## config.mk

```make
export PLATFORM = sky130hd
export DESIGN_NAME = mux41_scan_ctrl
export DESIGN_NICKNAME = d
export VERILOG_FILES = /design/src/rtl/mux41_scan_ctrl.sv
export SDC_FILE = /design/constraint.sdc
export NUM_CORES = 1
export LEC_CHECK = 0
export CORE_MARGIN = 5
export CORE_UTILIZATION = 51
export CTS_BUF_LIST = sky130_fd_sc_hd__clkbuf_4
export DETAILED_ROUTE_END_ITERATION = 6
export MAX_ROUTING_LAYER = met4
export PLACE_DENSITY = 0.81
export SETUP_SLACK_MARGIN = 0.4
export SYNTH_ARGS = -nofsm -noshare
export SYNTH_HDL_FRONTEND = slang
export SYNTH_SLANG_ARGS = --single-unit
```

## constraint.sdc

```tcl
create_clock -name iclk -period 1.9 [get_ports iclk]
set_input_delay 0.19 -clock iclk [delete_from_list [all_inputs] [get_ports iclk]]
set_output_delay 0.19 -clock iclk [all_outputs]
set_load 0.05 [all_outputs]
```

## src/rtl/mux41_scan_ctrl.sv

```systemverilog
// -----------------------------------------------------------------------------
// mux41_scan_ctrl
//
// Purpose:
//    Sequencer that sits directly upstream of a 4:1 mux (MUX41). It scans
//    the channels enabled in a 4-bit mask in round-robin order and drives
//    the mux select lines for each one. After each select change it waits
//    DWELL cycles for the mux output to settle, then captures that output.
//    Each captured sample is tagged with its channel number and handed to
//    downstream logic over a valid/ready handshake.
//
// Parameters:
//    DW     data width of the mux output
//    DWELL  settle cycles between a select change and the capture (1..15)
//    CW     width of the dwell counter; must be able to hold DWELL
//
// Ports:
//    iclk    in   clock, rising edge
//    irst_n  in   asynchronous active-low reset
//    ien     in   scan enable
//    imask   in   [3:0] channel enable mask, bit k enables channel k
//    iz      in   [DW-1:0] mux output (MUX41 oz)
//    iready  in   downstream ready
//    ois1    out  select MSB (MUX41 is1)
//    ois0    out  select LSB (MUX41 is0)
//    odata   out  [DW-1:0] captured sample
//    ochan   out  [1:0] channel index of odata
//    ovalid  out  odata/ochan/olast valid
//    olast   out  sample is the last enabled channel of the current round
//    obusy   out  controller is not idle
// -----------------------------------------------------------------------------
module mux41_scan_ctrl #(
   parameter int DW    = 4,
   parameter int DWELL = 3,
   parameter int CW    = 4
) (
   input  logic          iclk,
   input  logic          irst_n,
   input  logic          ien,
   input  logic [3:0]    imask,
   input  logic [DW-1:0] iz,
   input  logic          iready,
   output logic          ois1,
   output logic          ois0,
   output logic [DW-1:0] odata,
   output logic [1:0]    ochan,
   output logic          ovalid,
   output logic          olast,
   output logic          obusy
);

   typedef enum logic [1:0] {
      IDLE   = 2'd0,
      SETTLE = 2'd1,
      HOLD   = 2'd2
   } state_t;

   // Loading DWELL-1 makes the capture land exactly DWELL edges after the
   // select change, because the load itself happens on the select edge.
   localparam logic [CW-1:0] CNT_LOAD = CW'(DWELL - 1);

   state_t        state_q;
   logic [1:0]    ptr_q;
   logic [1:0]    sel_q;
   logic [CW-1:0] cnt_q;
   logic [DW-1:0] data_q;
   logic [1:0]    chan_q;
   logic          valid_q;
   logic          last_q;

   logic [1:0]    nxt_chan_d;
   logic          start_d;
   logic [3:0]    any_above;

   // Next channel: first enabled channel scanning ptr+1, ptr+2, ptr+3 and
   // finally ptr itself (offset 4 wraps to 0), so a lone enabled channel
   // is chosen again.
   always_comb begin
      logic       found;
      logic [1:0] idx;
      nxt_chan_d = ptr_q;
      found      = 1'b0;
      idx        = ptr_q;
      for (int k = 1; k <= 4; k++) begin
         idx = ptr_q + 2'(k);
         if (!found && imask[idx]) begin
            nxt_chan_d = idx;
            found      = 1'b1;
         end
      end
   end

   // any_above[p] is set when some channel numbered above p is enabled.
   // A capture from channel p is the last of its round when this is clear.
   genvar gi;
   generate
      for (gi = 0; gi < 4; gi++) begin : g_above
         assign any_above[gi] = |(imask >> (gi + 1));
      end
   endgenerate

   assign start_d = ien && (imask != 4'b0000);

   always_ff @(posedge iclk or negedge irst_n) begin
      if (!irst_n) begin
         state_q <= IDLE;
         ptr_q   <= 2'd3;
         sel_q   <= 2'd0;
         cnt_q   <= '0;
         data_q  <= '0;
         chan_q  <= 2'd0;
         valid_q <= 1'b0;
         last_q  <= 1'b0;
      end else begin
         case (state_q)
            IDLE: begin
               if (start_d) begin
                  ptr_q   <= nxt_chan_d;
                  sel_q   <= nxt_chan_d;
                  cnt_q   <= CNT_LOAD;
                  state_q <= SETTLE;
               end
            end

            SETTLE: begin
               if (!ien) begin
                  // Abort: nothing has been captured, so nothing is emitted.
                  state_q <= IDLE;
               end else if (cnt_q == '0) begin
                  data_q  <= iz;
                  chan_q  <= ptr_q;
                  valid_q <= 1'b1;
                  last_q  <= ~any_above[ptr_q];
                  state_q <= HOLD;
               end else begin
                  cnt_q <= cnt_q - CW'(1);
               end
            end

            HOLD: begin
               // Everything stays frozen until the sample is taken; the
               // next channel is selected on the very transfer edge so the
               // scan loses no cycle to the handshake.
               if (valid_q && iready) begin
                  valid_q <= 1'b0;
                  if (start_d) begin
                     ptr_q   <= nxt_chan_d;
                     sel_q   <= nxt_chan_d;
                     cnt_q   <= CNT_LOAD;
                     state_q <= SETTLE;
                  end else begin
                     state_q <= IDLE;
                  end
               end
            end

            default: begin
               state_q <= IDLE;
            end
         endcase
      end
   end

   assign ois1   = sel_q[1];
   assign ois0   = sel_q[0];
   assign odata  = data_q;
   assign ochan  = chan_q;
   assign ovalid = valid_q;
   assign olast  = last_q;
   assign obusy  = (state_q != IDLE);

endmodule

```

==> results.sh <==
export IMPL_synthMuxAreaShare_pct=8.72
export IMPL_drive_above_1_share_pct=27.2
export IMPL_place_gp_congestion=0.863
export IMPL_start_util_pct=52.0
export IMPL_die_w_um=54.1
export IMPL_nets=152
export IMPL_fillerInstances=154
export IMPL_critPathMaxStageDelay_ns=0.38
export IMPL_placed_cell_area_mm2=0.00129
export IMPL_die_h_um=54.1
export IMPL_path_buf_inv=1
export IMPL_clkPwrFrac_pct=29.0
export IMPL_grt_max_degree=13
export IMPL_hold_viol_final=0
export IMPL_dp_worst_setup_slack_ns=0.151
export IMPL_drv_slew=0
export IMPL_first_pass_iters=4
export IMPL_irDropWorstVdd_uv=559
export IMPL_p_int_uw=491
export IMPL_grt_overflow_total=0
export IMPL_r2r_cells=6
export IMPL_numPlacedInstances=152
export IMPL_drcViolationCount=0
export IMPL_power_frac_comb_pct=10.2
export IMPL_critPathRequiredTime_ns=2.07
export IMPL_rsz0062_at_grt="true"
export IMPL_timing_hold_ws_ns=0.197
export IMPL_clockBufferDepth=2
export IMPL_power_frac_seq_pct=60.8
export IMPL_final_cell_area_mm2=0.00137
export IMPL_cp_max_fo=5
export IMPL_maxCapViolations=0
export IMPL_setup_viol=0
export IMPL_root_buffer="clkbuf_4"
export IMPL_grt_pass1_vias=841
export IMPL_yosys_cell_types_count=34
export IMPL_clock_sinks=18
export IMPL_synth_area_um2=990
export IMPL_p_per_area_mw_per_mm2=460
export IMPL_netlist_instances=100
export IMPL_cts_made_buffers=3
export IMPL_setup_tns_ns=0
export IMPL_fin_crit_sh_pct=81.0
export IMPL_detailed_place_hpwl_mm=1.65
export IMPL_yosys_warnings=0
export IMPL_cp_data_arrival_time_ns=1.71
export IMPL_syn_nets=114
export IMPL_status="complete, no violations"
export IMPL_syn_mean_instance_area_um2=9.90
export IMPL_worstHoldPathType="primary input to async pin"
export IMPL_skew_ns=0.00189
export IMPL_num_antenna_cells=0
export IMPL_p_leak_uw=0.000669
export IMPL_viasPerCell=5.49
export IMPL_p_sw_uw=139
export IMPL_wire_per_inst_um=13.6
export IMPL_synthAdderAreaFrac_pct=2.53
export IMPL_ant_nets=0
export IMPL_cts_htree_levels=1
export IMPL_synth_edf_count=0
export IMPL_async_flop_share_pct=100
export IMPL_core_region_area_mm2=0.00190
export IMPL_synth_compound_area_share_pct=19.2
export IMPL_relSlewSlack_pct=66.5
export IMPL_critPathLaunchType="flip-flop"
export IMPL_synthXorXnorAreaFrac_pct=0
export IMPL_swShare_pct=22.1
export IMPL_die_area_mm2=0.00292
export IMPL_synth_seq_cells=18
export IMPL_path_depth=6
export IMPL_area_growth_pct=38.4
export IMPL_crit_family="simple AND/OR/NAND/NOR gates"
export IMPL_grt_usage_pct=17.9
export IMPL_clk_latency_ns=0.29
export IMPL_pin_count=23
export IMPL_dr_total_vias=895
export IMPL_max_freq_mhz=650
export IMPL_synth_seq_area_share_pct=45.8
export IMPL_clk_pin_slew_worst_paths_ns=0.09
export IMPL_fin_ws_ns=0.361
export IMPL_antenna_found_initial=0
export IMPL_period_needed_ns=1.54
export IMPL_fin_cells=163
export IMPL_synth_top_family_by_area="compound AO/OA/AOI/OAI gates"
export IMPL_fp_row_count=16
export IMPL_drt_iter0_markers=38
export IMPL_worst_slew_pin_slew_ns=0.505
export IMPL_worst_setup_path_end_kind="flip-flop"
export IMPL_yosys_area_share_simple_pct=18.1
export IMPL_ys_flop_type="dfrtp_1"
export IMPL_wirelength_mm=2.22
export IMPL_place_port_buffers=22
export IMPL_cts_tree="built"
export IMPL_critPathSlowestCell="dfrtp_1"
export IMPL_grt_pass1_wl_mm=3.66
export IMPL_worstPathCellList="inv_2 -> ha_4 -> and3_4 -> or3_4 -> a21oi_4 -> o22ai_1"
export IMPL_crit_type="flip-flop to flip-flop"
-- routing by layer --
layer | track usage, % | part of all wire [%]
met1 | 22.2 | 43
met2 | 30.4 | 50
met5 | - | 0
met3 | 2.22 | 6.9
met4 | 4.98 | 0
-- flip-flops by register name, summed over array words and instances, names as in the netlist --
signal	cells
odata	4
state_q	2
ovalid	1
sel_q	2
cnt_q	4
ptr_q	2
olast	1
ochan	2
-- layout make-up --
| class | count | area (um^2) | area share [%] |
|---|---|---|---|
| flip-flops and latches | 18 | 453 | 33.1 |
| repair buffers | 36 | 313 | 22.8 |
| clock buffers | 3 | 22.5 | 1.64 |
| well taps | 27 | 33.8 | 2.47 |
| multi-input cells | 69 | 510 | 37.3 |
| inverters | 10 | 37.5 | 2.74 |
-- kinds of logic after synthesis --
logic type | count (synthesis)
AOI/OAI and AO/OA | 29
adders and majority gates | 2
buffers and inverters | 13
DFF | 18
muxes | 8
and+or+nand+nor | 30
-- stage by stage --
stage / util (%) / total power, uW
finish: 72.0 / 630
global route: 72.0 / 658
CTS: 70.0 / 637
detailed placement: 68.1 / 456
global placement: 68.1 / 455
floorplan: - / 406
-- layout by cell type (no fill, tap or decap), types with 2 or more instances in the layout --
cell type | Yosys | routed
mux2i_1 | 3 | 3
buf_4 | 0 | 12
mux2_2 | 5 | 5
o21ai_0 | 7 | 7
nand3_1 | 2 | 2
nand2_1 | 7 | 7
dfstp_2 | 2 | 2
nand2b_1 | 2 | 2
nor2b_1 | 2 | 2
dfrtp_1 | 16 | 16
o22ai_1 | 4 | 4
clkbuf_4 | 0 | 3
inv_2 | 1 | 3
nor2_1 | 5 | 5
o21a_1 | 3 | 3
inv_1 | 9 | 7
nand4_1 | 2 | 2
o211ai_1 | 2 | 2
a31oi_1 | 2 | 2
a21oi_1 | 7 | 7
clkbuf_2 | 0 | 2
clkdlybuf4s50_1 | 0 | 10
nor3_1 | 2 | 2
dlygate4sd2_1 | 0 | 9
-- path summary, 6_finish.rpt --
| kind | from | end | slack (ns) |
|---|---|---|---|
| max | cnt_q[1] | cnt_q[2] | 0.36 |
| min | irst_n | odata[3] | 0.20 |
| max reg2reg | cnt_q[1] | cnt_q[2] | 0.36 |
| min reg2reg | ochan[1] | ochan[1] | 0.49 |
| max in group asynchronous | irst_n | ptr_q[0] | 1.14 |
| min in group iclk | imask[3] | olast | 0.36 |
-- cell usage after synthesis (2+ instances only) --
library cell	instances	area, um^2
dfrtp_1	16	400
inv_1	9	33.8
a21oi_1	7	35.0
nand2_1	7	26.3
o21ai_0	7	35.0
mux2_2	5	56.3
nor2_1	5	18.8
o22ai_1	4	25.0
mux2i_1	3	30.0
o21a_1	3	22.5
a31oi_1	2	12.5
clkbuf_1	2	7.51
dfstp_2	2	52.6
ha_1	2	25.0
nand2b_1	2	12.5
nand3_1	2	10.0
nand4_1	2	12.5
nor2b_1	2	12.5
nor3_1	2	10.0
o211ai_1	2	15.0
-- power groups by stage --
| stage | combinational [uW] | clock (uW) | sequential (uW) |
|---|---|---|---|
| after detailed placement | 65.3 | 0 | 390 |
| after global placement | 64.2 | 0 | 390 |
| after CTS | 65.3 | 189 | 383 |
| final | 64.6 | 183 | 383 |
| after global routing | 70.7 | 204 | 383 |
| after floorplan | 15.6 | 0 | 391 |
-- timing repair --
item / in CTS / in global routing
pin swaps: 3 / 2
endpoints found under the setup margin: 16 / 13
setup buffers: 3 / 5
hold buffers: 0 / 0
gates resized for setup: 12 / 5
(Power assumes the default switching activity.)
